$ cat config.mk
export PLATFORM = sky130hd
export DESIGN_NAME = keypad_scan_ctrl
export DESIGN_NICKNAME = d
export VERILOG_FILES = /design/src/rtl/keypad_scan_ctrl.sv
export SDC_FILE = /design/constraint.sdc
export NUM_CORES = 1
export LEC_CHECK = 0
export ABC_AREA = 0
export BUFFER_PORTS_ARGS = -buffer_cell sky130_fd_sc_hd__buf_2
export CAP_MARGIN = 10
export CORE_ASPECT_RATIO = 0.8
export CORE_MARGIN = 4
export CORE_UTILIZATION = 40
export CTS_CLUSTER_SIZE = 28
export DETAILED_ROUTE_END_ITERATION = 10
export SLEW_MARGIN = 20
export SYNTH_ARGS = -nofsm -noshare
export SYNTH_HDL_FRONTEND = slang
export SYNTH_SLANG_ARGS = --single-unit
$ cat constraint.sdc
create_clock -name clk -period 2.3 [get_ports clk]
set_input_delay 0.345 -clock clk [delete_from_list [all_inputs] [get_ports clk]]
set_output_delay 0.345 -clock clk [all_outputs]
set_load 0.03 [all_outputs]
$ cat src/rtl/keypad_scan_ctrl.sv
// keypad_scan_ctrl
// Row-strobe sequencer for a 4x3 matrix keypad. Each row is driven for a
// programmable settle time before the column bus is sampled. A single-key
// candidate is debounced and encoded to a 4-bit code, delivered once over a
// valid/ready handshake, and then debounced on release before the scan resumes.
// A key that arrives while the previous one is still unaccepted is dropped,
// and the sticky overflow flag records the drop.
module keypad_scan_ctrl #(
    parameter int unsigned SETTLE_CYCLES   = 4,
    parameter int unsigned DEBOUNCE_CYCLES = 1000,
    parameter int unsigned CNT_W           = 16
) (
    input  logic       clk,
    input  logic       rst,
    input  logic       en,
    input  logic [2:0] column,
    output logic [3:0] row,
    output logic [3:0] key_code,
    output logic       key_valid,
    input  logic       key_ready,
    output logic       key_held,
    output logic       overflow,
    input  logic       clr_overflow
);

    // ------------------------------------------------------------------
    // Constants
    // ------------------------------------------------------------------
    localparam logic [CNT_W-1:0] SETTLE_RELOAD   = CNT_W'(SETTLE_CYCLES - 1);
    localparam logic [CNT_W-1:0] DEBOUNCE_RELOAD = CNT_W'(DEBOUNCE_CYCLES - 1);
    localparam logic [CNT_W-1:0] CNT_ZERO        = {CNT_W{1'b0}};
    localparam logic [CNT_W-1:0] CNT_ONE         = CNT_W'(1);

    typedef enum logic [2:0] {
        ST_IDLE     = 3'd0,
        ST_SCAN     = 3'd1,
        ST_DEBOUNCE = 3'd2,
        ST_REPORT   = 3'd3,
        ST_RELEASE  = 3'd4
    } state_t;

    // ------------------------------------------------------------------
    // Helper functions
    // ------------------------------------------------------------------

    // True when exactly one column line is active (a clean single press).
    function automatic logic is_onehot3(input logic [2:0] col);
        logic res;
        case (col)
            3'b001, 3'b010, 3'b100: res = 1'b1;
            default:                res = 1'b0;
        endcase
        return res;
    endfunction

    // One-hot strobe pattern for a row index; bit0 is the top row.
    function automatic logic [3:0] row_strobe(input logic [1:0] idx);
        logic [3:0] res;
        case (idx)
            2'd0:    res = 4'b0001;
            2'd1:    res = 4'b0010;
            2'd2:    res = 4'b0100;
            2'd3:    res = 4'b1000;
            default: res = 4'b0000;
        endcase
        return res;
    endfunction

    // Key code for a (row index, one-hot column) pair.
    // Bottom row: '*' = 4'hA, '0' = 4'h0, '#' = 4'hB.
    function automatic logic [3:0] encode_key(input logic [1:0] idx,
                                              input logic [2:0] col);
        logic [3:0] res;
        case ({idx, col})
            5'b00_001: res = 4'h1;
            5'b00_010: res = 4'h2;
            5'b00_100: res = 4'h3;
            5'b01_001: res = 4'h4;
            5'b01_010: res = 4'h5;
            5'b01_100: res = 4'h6;
            5'b10_001: res = 4'h7;
            5'b10_010: res = 4'h8;
            5'b10_100: res = 4'h9;
            5'b11_001: res = 4'hA;
            5'b11_010: res = 4'h0;
            5'b11_100: res = 4'hB;
            default:   res = 4'h0;
        endcase
        return res;
    endfunction

    // ------------------------------------------------------------------
    // State
    // ------------------------------------------------------------------
    state_t           state_q, state_d;
    logic [1:0]       idx_q,   idx_d;
    logic [CNT_W-1:0] cnt_q,   cnt_d;
    logic [2:0]       cand_q,  cand_d;

    logic [3:0]       row_q,   row_d;
    logic [3:0]       code_q,  code_d;
    logic             valid_q, valid_d;
    logic             held_q,  held_d;
    logic             ovf_q,   ovf_d;

    logic             cnt_zero_s;
    logic             col_is_cand_s;
    logic             col_idle_s;
    logic             accept_s;
    logic             report_s;
    logic             load_s;

    assign cnt_zero_s    = (cnt_q == CNT_ZERO);
    assign col_is_cand_s = (column == cand_q);
    assign col_idle_s    = (column == 3'b000);

    // Sequencer register: state, row index, dwell counter, candidate column.
    always_ff @(posedge clk) begin
        if (rst) begin
            state_q <= ST_IDLE;
            idx_q   <= 2'd0;
            cnt_q   <= CNT_ZERO;
            cand_q  <= 3'b000;
        end else begin
            state_q <= state_d;
            idx_q   <= idx_d;
            cnt_q   <= cnt_d;
            cand_q  <= cand_d;
        end
    end

    // Next-state logic: scan, debounce press, report, debounce release.
    always_comb begin
        state_d = state_q;
        idx_d   = idx_q;
        cnt_d   = cnt_q;
        cand_d  = cand_q;

        if (!en) begin
            // Disabling parks the scanner; the handshake side is untouched.
            state_d = ST_IDLE;
            idx_d   = 2'd0;
            cnt_d   = CNT_ZERO;
        end else begin
            case (state_q)
                ST_IDLE: begin
                    state_d = ST_SCAN;
                    idx_d   = 2'd0;
                    cnt_d   = SETTLE_RELOAD;
                end

                ST_SCAN: begin
                    if (cnt_zero_s) begin
                        if (is_onehot3(column)) begin
                            state_d = ST_DEBOUNCE;
                            cand_d  = column;
                            cnt_d   = DEBOUNCE_RELOAD;
                        end else begin
                            // No key, or a ghost/multi-key pattern: move on.
                            idx_d = idx_q + 2'd1;
                            cnt_d = SETTLE_RELOAD;
                        end
                    end else begin
                        cnt_d = cnt_q - CNT_ONE;
                    end
                end

                ST_DEBOUNCE: begin
                    if (!col_is_cand_s) begin
                        // Bounce or change of key: abandon this row.
                        state_d = ST_SCAN;
                        idx_d   = idx_q + 2'd1;
                        cnt_d   = SETTLE_RELOAD;
                    end else if (cnt_zero_s) begin
                        state_d = ST_REPORT;
                    end else begin
                        cnt_d = cnt_q - CNT_ONE;
                    end
                end

                ST_REPORT: begin
                    state_d = ST_RELEASE;
                    cnt_d   = DEBOUNCE_RELOAD;
                end

                ST_RELEASE: begin
                    if (!col_idle_s) begin
                        // Any activity restarts the release window.
                        cnt_d = DEBOUNCE_RELOAD;
                    end else if (cnt_zero_s) begin
                        state_d = ST_SCAN;
                        idx_d   = idx_q + 2'd1;
                        cnt_d   = SETTLE_RELOAD;
                    end else begin
                        cnt_d = cnt_q - CNT_ONE;
                    end
                end

                default: begin
                    state_d = ST_IDLE;
                    idx_d   = 2'd0;
                    cnt_d   = CNT_ZERO;
                end
            endcase
        end
    end

    // Row strobe and held flag follow the upcoming state so they are registered.
    always_comb begin
        row_d  = 4'b0000;
        held_d = 1'b0;
        if (state_d == ST_IDLE) begin
            row_d = 4'b0000;
        end else begin
            row_d = row_strobe(idx_d);
        end
        if ((state_d == ST_REPORT) || (state_d == ST_RELEASE)) begin
            held_d = 1'b1;
        end else begin
            held_d = 1'b0;
        end
    end

    // Handshake and overflow: load in REPORT when the slot is free or freeing.
    always_comb begin
        accept_s = valid_q & key_ready;
        report_s = (state_q == ST_REPORT) & en;
        load_s   = report_s & (~valid_q | accept_s);

        code_d  = code_q;
        valid_d = valid_q;
        ovf_d   = ovf_q;

        if (load_s) begin
            code_d  = encode_key(idx_q, cand_q);
            valid_d = 1'b1;
        end else if (accept_s) begin
            valid_d = 1'b0;
        end else begin
            valid_d = valid_q;
        end

        // A drop sets the flag; setting takes priority over clearing.
        if (report_s && !load_s) begin
            ovf_d = 1'b1;
        end else if (clr_overflow) begin
            ovf_d = 1'b0;
        end else begin
            ovf_d = ovf_q;
        end
    end

    // Output registers.
    always_ff @(posedge clk) begin
        if (rst) begin
            row_q   <= 4'b0000;
            code_q  <= 4'h0;
            valid_q <= 1'b0;
            held_q  <= 1'b0;
            ovf_q   <= 1'b0;
        end else begin
            row_q   <= row_d;
            code_q  <= code_d;
            valid_q <= valid_d;
            held_q  <= held_d;
            ovf_q   <= ovf_d;
        end
    end

    assign row       = row_q;
    assign key_code  = code_q;
    assign key_valid = valid_q;
    assign key_held  = held_q;
    assign overflow  = ovf_q;

endmodule

* Word-level counts from Yosys, hierarchy flattened
Memories as Yosys holds them, arrays and structs flattened. A register that Yosys moved wholly into a read port is not among the register bits. Cells that the tools add are included.
Word-level totals: bits in registers 31, memories 1, bits in latches 0, ROM bits 128, RAM bits 0, output and inout bits 11
Operators by class: $mul 0, mux-type cells 32, bitwise operators 6, reductions and logical operators 14, order comparisons 0, div/mod/pow operators 0, equality and inequality tests 14, $add $sub $neg 2, shift-type cells 0
Memories:
- (name not given) | words 32, bits a word 4, read ports 1, clocked after memory_dff 1, wr ports 0, line 74 | case ({idx, col})
Operators by type and width (count):
- two-way mux 16 bit | 5
- case mux 16 bit (5 select lines) | 1
- two-way mux 3 bit | 7
- zero test 16 bit | 1
- case mux 4 bit (4 select lines) | 1
- subtractor 16 x 1 -> 16 bit (second input constant) | 1
- case mux 3 bit (5 select lines) | 1
- == test 3 x 2 -> 1 bit (second input constant) | 4
- two-way mux 2 bit | 6
- two-way mux 10 bit | 1
- == test 3 bit (second input constant) | 3
- zero test 3 bit | 3
- two-way mux 1 bit | 9
- case mux 2 bit (4 select lines) | 1
- == test 3 x 1 -> 1 bit (second input constant) | 2
- == test 2 bit (second input constant) | 2
- AND reduction 4 bit | 1
- nonzero test 2 bit | 2
- OR reduction 2 bit | 2
- AND 1 bit | 3
- == test 3 bit | 1
- != test 3 bit (second input constant) | 1
- OR reduction 3 bit | 1
- adder 2 x 1 -> 2 bit (second input constant) | 1
- other kinds (7) | 8

* Longest topological paths before layout
Gate-level depths: netlist of run 1.
depth after elaboration 13, depth in mapped cells 8, mapped depth without buffers 8

* Worst setup path before layout of run 1
Ideal clock, no wire load.
kind register to register, from register cnt_q[0], to register row_q[2] (netlist: row[2]), slack 0.422 ns, buffers on the path 0, stages on the path, launching flop included 9, data required time 2.167 ns, arrival 1.745 ns, setup time 0.133 ns, path through dfxtp_1 inv_1 ha_1 nor4b_1 nand4_2 o21bai_2 o211ai_1 a221oi_1 nor3_1
On the way: word-level cells in the longest chain between the ends 7
Ends and longest elaborated chain:
- start, declared | line 97 | logic [CNT_W-1:0] cnt_q, cnt_d;
- start signal, assigned | line 127 | cnt_q <= cnt_d;
- zero test 16 bit (*) | line 113 | assign cnt_zero_s = (cnt_q == CNT_ZERO);
- two-way mux 2 bit, or another cell as far along | line 190 | end else if (cnt_zero_s) begin
- two-way mux 2 bit, or another cell as far along | line 187 | if (!col_idle_s) begin
- case mux 2 bit (4 select lines) / case mux 3 bit (5 select lines) (equally long branches) | line 145 | case (state_q)
- two-way mux 2 bit / two-way mux 3 bit (equally long branches) | line 139 | if (!en) begin
- == test 2 bit, or another cell as far along | line 59 | case (idx)
- case mux 4 bit (4 select lines) / OR reduction 2 bit (equally long branches)
- end signal, assigned | line 262 | row_q <= row_d;
- end, declared | line 100 | logic [3:0] row_q, row_d;
Every way passes the cells marked *; elsewhere a longest branch is shown, timed or not. A chain may end at the register's enable or synchronous reset.

* Worst setup path in the final report of run 1
Ends and elaborated chain as after synthesis.

==> results of run 1 <==
## layer usage
metal	up-vias	GRT usage [%]	wire (um)
li1	929	-	-
met1	788	23.2	2460
met2	43	20.0	1730
met3	7	3.52	261
met4	0	7.16	75
met5	-	0	0
## logic make-up after synthesis
group | after synthesis | synth area share, %
and+or+nand+nor | 107 | 31.0
xor gates and xnor gates | 17 | 7.27
adders and majority gates | 5 | 3.05
DFF | 35 | 34.2
muxes | 7 | 3.42
buffers and inverters | 18 | 3.48
AOI/OAI and AO/OA | 55 | 17.6
## final cells by class
cell class	count	share of cell area, %
sequential	35	30.1
clock inverter	1	0.215
inverter	10	1.61
multi-input combinational	191	55.1
tap	62	3.33
timing repair buffer	25	6.13
clock buffer	6	3.55
## per-stage QoR
step | power, mW | cells
CTS | 1.40 | 330
floorplan | 0.883 | 244
global route | 1.45 | 330
finish | 1.37 | 330
global placement | 0.942 | 323
detailed placement | 0.942 | 323
## flip-flops by register name (all words and copies together) (netlist names)
| name | cells |
|---|---|
| state_q | 3 |
| key_valid | 1 |
| idx_q | 2 |
| cand_q | 3 |
| key_held | 1 |
| overflow | 1 |
| key_code | 4 |
| cnt_q | 16 |
| row | 4 |
## worst max-delay path: cells and delay by family (launching register included)
kind | cells | cell delay (ps)
and+or+nand+nor | 3 | 600
adders and majority gates | 1 | 190
buffers and inverters | 1 | 120
AOI/OAI and AO/OA | 3 | 790
DFF | 1 | 330
## worst max path at each step
stage               cells after the start             startpoint           endpoint  slack (ps)
finish                                  8  cnt_q[0]$_SDFFE_PP0P_  row[2]$_SDFF_PP0_         160
global route                            8  cnt_q[0]$_SDFFE_PP0P_  row[0]$_SDFF_PP0_          10
CTS                                     8  cnt_q[0]$_SDFFE_PP0P_  row[2]$_SDFF_PP0_          90
detailed placement                      8  cnt_q[0]$_SDFFE_PP0P_  row[2]$_SDFF_PP0_         170
global placement                        8  cnt_q[0]$_SDFFE_PP0P_  row[2]$_SDFF_PP0_         210
floorplan                               8  cnt_q[0]$_SDFFE_PP0P_  row[2]$_SDFF_PP0_         420
## power by group through the flow
stage | clock (mW) | sequential [mW] | combinational (mW)
finish | 0.444 | 0.637 | 0.293
global route | 0.489 | 0.639 | 0.325
CTS | 0.467 | 0.637 | 0.293
detailed placement | 0 | 0.651 | 0.291
global placement | 0 | 0.651 | 0.291
floorplan | 0 | 0.650 | 0.233
## cell usage after synthesis, types with 5 or more instances
library cell  number
nor3_1             9
dfxtp_1           35
o21ai_0            9
a21oi_1           13
nand3_1            8
o21ai_1            7
nor2_1            31
nor4_1             6
clkbuf_1           5
mux2i_1            7
nor2b_1            5
ha_1               5
inv_1             10
xnor2_1           14
nand2_1           15
==> impl_metrics.json, run 1 <==
{
  "syn2layout_area_growth_pct": 13.7,
  "ys.flop_type": "dfxtp_1",
  "port_buffers": 18,
  "holdCritStartpoint": "clr_overflow",
  "cts_buffers": 5,
  "hold_class": "input pin to flop",
  "crit_chain": "inv_1, ha_1, nor4b_1, nand4_2, o21bai_2, o211ai_1, a221oi_2, nor3_1",
  "die_area_mm2": 0.00634,
  "dp_hpwl_mm": 3.43,
  "synthCells": 244,
  "io_pins": 19,
  "slew_headroom_pct": 68.0,
  "synth_nets": 257,
  "whs_path_depth": 4,
  "synth_cell_types": 53,
  "p_clk_share_pct": 32.3,
  "cts_setup_buffers": 0,
  "critical_path_class": "flop to flop",
  "die_w_um": 88.0,
  "ff_latch_area_um2": 701,
  "r2r-start": "cnt_q[0]$_SDFFE_PP0P_",
  "clk_latency_ps": 290,
  "fill_cells": 494,
  "fin_area_mm2": 0.00233,
  "ctsResizeCount": 0,
  "cts_tree": "done",
  "irDropWorstVdd_mv": 0.320,
  "gp_congestion": 0.909,
  "p_switching_mw": 0.388,
  "finalHoldViolations": 0,
  "crit_arrival_ps": 2300,
  "clockBufferDepth": 2,
  "antenna_cells": 0,
  "via_count": 1767,
  "dpl_cell_area_mm2": 0.00223,
  "yosysTopAreaCell": "dfxtp_1",
  "initial_utilization_pct": 41.1,
  "htreeDepth": 2,
  "final.period_utilization_pct": 92.9,
  "fin_crit_ps": 2140,
  "yosys-top-cells-area": "dfxtp_1, xnor2_1, nor2_1, mux2i_1, a21oi_1",
  "drc": 0,
  "post_drt_wl_per_cell_um": 13.7,
  "final.setup.tns_ps": 0,
  "drt-total-wl_mm": 4.53,
  "whs_ps": 350,
  "fin_util_pct": 46.8,
  "final_cell_mix": "dfxtp_1, nor2_1, buf_2",
  "critPathSlowestCell": "a221oi_2",
  "drv_cap": 0,
  "nets": 281,
  "p_seq_share_pct": 46.4,
  "end_kind": "flop",
  "ys_ff_latch": 35,
  "drtPass1Iterations": 5,
  "combinationalPowerShare_pct": 21.3,
  "antenna_left": 0,
  "ys_seq_area_share_pct": 34.2,
  "grt_setup_unrepaired": "false",
  "outcome": "finished clean",
  "layout-drive-gt1-share_pct": 18.7,
  "reg2reg_depth": 8,
  "finalWorstSetupSlack_ps": 163,
  "clk_pin_slew_ps": 70,
  "clkSinkCount": 35,
  "min_delay_worst_endpoint": "overflow$_SDFFE_PP0P_",
  "startpoint_type": "flop",
  "worstMarginPinSlew_ps": 480,
  "clock.fmax_mhz": 468,
  "clock_skew_ps": 2.44,
  "grt_max_degree": 20,
  "dp_slack_ps": 167,
  "crit_path_max_incr_delay_ps": 370,
  "rows": 23,
  "multiInputGateArea_mm2": 0.00128,
  "core_mm2": 0.00498,
  "synth-async-reset-ratio_pct": 0,
  "antenna_found_initial": 0,
  "die_h_um": 72.0,
  "cts_hold_repair.buffers": 0,
  "setup_violations": 0,
  "root_buffer": "clkbuf_8",
  "drt_iter0_markers": 86,
  "switching_share_pct": 28.2,
  "grt_pass1_wl_mm": 7.58,
  "routed_via_density": 5.35,
  "worstPathRequired_ps": 2470,
  "powerDensity_mw_per_mm2": 590,
  "synth_edf_count": 0,
  "rr_endpoint": "row[2]$_SDFF_PP0_",
  "syn_avg_cell_area_um2": 8.39,
  "path_max_fanout": 4,
  "grtUsageTotal_pct": 15.3,
  "grt_pass1_vias": 1603,
  "p_int_mw": 0.986,
  "leakage_nw": 0.959,
  "r2r_setup_slack_ps": 160,
  "overflow": 0,
  "yosysTopAreaCellShare_pct": 34.2,
  "finalMaxSlewViolations": 0,
  "final_common_cell": "dfxtp_1",
  "syn-cell-area_mm2": 0.00205,
  "yosysWarnings": 0
}
Power figures use the tool's default switching activity.
==> run 2, diff against run 1 <==
Clock period 2.3 ns to 1.95 ns, I/O delays scaled along.
==> run 2 against run 1 <==
Clock skew up 2.7 ps. Sequential power rose by 18%. Final cell count rose by 5.5%. Wire length grew 7.6%. Global-route usage up 0.94 points. First-iteration DRC count increased by 90%. Fmax increased by 15%. Critical path depth unchanged. Clock-buffer cell count up 2. Design area increased by 11%.
==> impl_metrics.json, run 2 (same netlist as run 1, synthesis figures left out) <==
{
  "route.met2.wl_mm": 1.95,
  "worstMarginPinSlew_ps": 421,
  "drc": 0,
  "largest_reg_flops": 16,
  "dp_cells": 336,
  "core_mm2": 0.00498,
  "drv_cap": 0,
  "antenna_left": 0,
  "layout-drive-gt1-share_pct": 29.0,
  "die_h_um": 72.0,
  "final_common_cell": "dfxtp_1",
  "nets": 298,
  "via_count": 1881,
  "end_kind": "flop",
  "met1_length_mm": 2.54,
  "drtPass1Iterations": 4,
  "path_max_fanout": 4,
  "irDropWorstVdd_mv": 0.385,
  "startpoint_type": "flop",
  "powerDensity_mw_per_mm2": 680,
  "antenna_cells": 0,
  "gp_congestion": 0.931,
  "p_seq_share_pct": 42.7,
  "cts_buffers": 5,
  "whs_ps": 306,
  "switching_share_pct": 28.4,
  "die_area_mm2": 0.00634,
  "clockBufferDepth": 2,
  "fill_cells": 481,
  "clock.fmax_mhz": 536,
  "htreeDepth": 2,
  "rows": 23,
  "post_drt_wl_per_cell_um": 14.0,
  "p_switching_mw": 0.501,
  "io_pins": 19,
  "critical_path_class": "flop to flop",
  "fin_crit_ps": 1870,
  "finalMaxSlewViolations": 0,
  "drt_iter0_markers": 163,
  "grt_pass1_vias": 1664,
  "grt_pass1_wl_mm": 8.18,
  "stdcell_count": 348,
  "slew_headroom_pct": 71.9,
  "clk_latency_ps": 280,
  "finalHoldViolations": 0,
  "routed_via_density": 5.41,
  "drt-total-wl_mm": 4.87,
  "dr_wl_met3_um": 352,
  "cts_tree": "done",
  "max_flop_register": "cnt_q",
  "clkSinkCount": 35,
  "dp_hpwl_mm": 3.63,
  "final_cell_mix": "dfxtp_1, nor2_1, buf_4",
  "crit_arrival_ps": 2090,
  "clock_skew_ps": 5.10,
  "setup_violations": 0,
  "grtUsageTotal_pct": 16.2,
  "initial_utilization_pct": 41.1,
  "clk_pin_slew_ps": 70,
  "cts_hold_repair.buffers": 0,
  "root_buffer": "clkbuf_8",
  "syn2layout_area_growth_pct": 26.6,
  "overflow": 0,
  "worstPathRequired_ps": 2170,
  "p_clk_share_pct": 32.7,
  "final.period_utilization_pct": 95.7,
  "combinationalPowerShare_pct": 24.6,
  "antenna_found_initial": 0,
  "outcome": "finished clean",
  "hold_class": "input pin to flop",
  "die_w_um": 88.0,
  "port_buffers": 18,
  "top_layer_used": "met4",
  "grt_max_degree": 20,
  "leakage_nw": 1.07,
  "p_int_mw": 1.26,
  "power_mw": 1.76
}
==> run 2: path summary, 6_finish.rpt <==
kind	cells past startpoint	to	slack, ps	start
worst max register to register	8	row[1]$_SDFF_PP0_	80	cnt_q[1]$_SDFFE_PP0P_
worst min-delay path	4	overflow$_SDFFE_PP0P_	310	clr_overflow
worst min register to register	2	key_code[3]$_SDFFE_PP0P_	480	key_code[3]$_SDFFE_PP0P_
worst max-delay path	8	row[1]$_SDFF_PP0_	80	cnt_q[1]$_SDFFE_PP0P_
==> run 2: power by group through the flow <==
| stage | clock network [mW] | registers [mW] | logic (mW) |
|---|---|---|---|
| final | 0.577 | 0.752 | 0.434 |
| after global routing | 0.626 | 0.754 | 0.476 |
| after CTS | 0.595 | 0.750 | 0.388 |
| after detailed placement | 0 | 0.766 | 0.384 |
| after global placement | 0 | 0.765 | 0.383 |
| after floorplan | 0 | 0.767 | 0.275 |
==> run 2: final cells by class <==
| cell class | instances | area (um2) | area share (%) |
|---|---|---|---|
| Clock buffer | 8 | 100 | 3.86 |
| Inverter | 10 | 37.5 | 1.45 |
| Multi-Input combinational cell | 191 | 1390 | 53.7 |
| Sequential cell | 35 | 703 | 27.1 |
| Tap cell | 62 | 77.6 | 2.99 |
| Timing Repair Buffer | 42 | 283 | 10.9 |
==> run 2: what timing repair did <==
item | in CTS | in global routing
resized for setup | 3 | 22
endpoints found under the setup margin | 7 | 17
buffers inserted | 0 | 4
pin swaps | 0 | 11
gates cloned | 0 | 0
==> run 2: layer usage <==
metal | vias up | GRT usage (%)
met5 | - | 0
li1 | 967 | -
met3 | 8 | 3.41
met4 | 0 | 4.09
met1 | 850 | 26.2
met2 | 56 | 21.2
==> run 2: through the flow <==
step | util (%) | area, um2 | setup TNS (ps) | setup slack [ps]
floorplan | - | 2050 | 0 | 72.0
global placement | 47.1 | 2340 | -39.7 | -24.7
detailed placement | 47.1 | 2340 | -311 | -119
CTS | 49.5 | 2460 | 0 | 52.5
global route | 52.1 | 2590 | -21.9 | -13.4
finish | 52.1 | 2590 | 0 | 84.0
==> run 2: critical path: stages, from the launching register on <==
cell and delay [ps]:
dfxtp_2 330, inv_2 70, ha_4 130, nor4b_4 230
nand4_4 180, o21bai_4 200, o211ai_1 150, a221o_1 390
a21oi_2 120
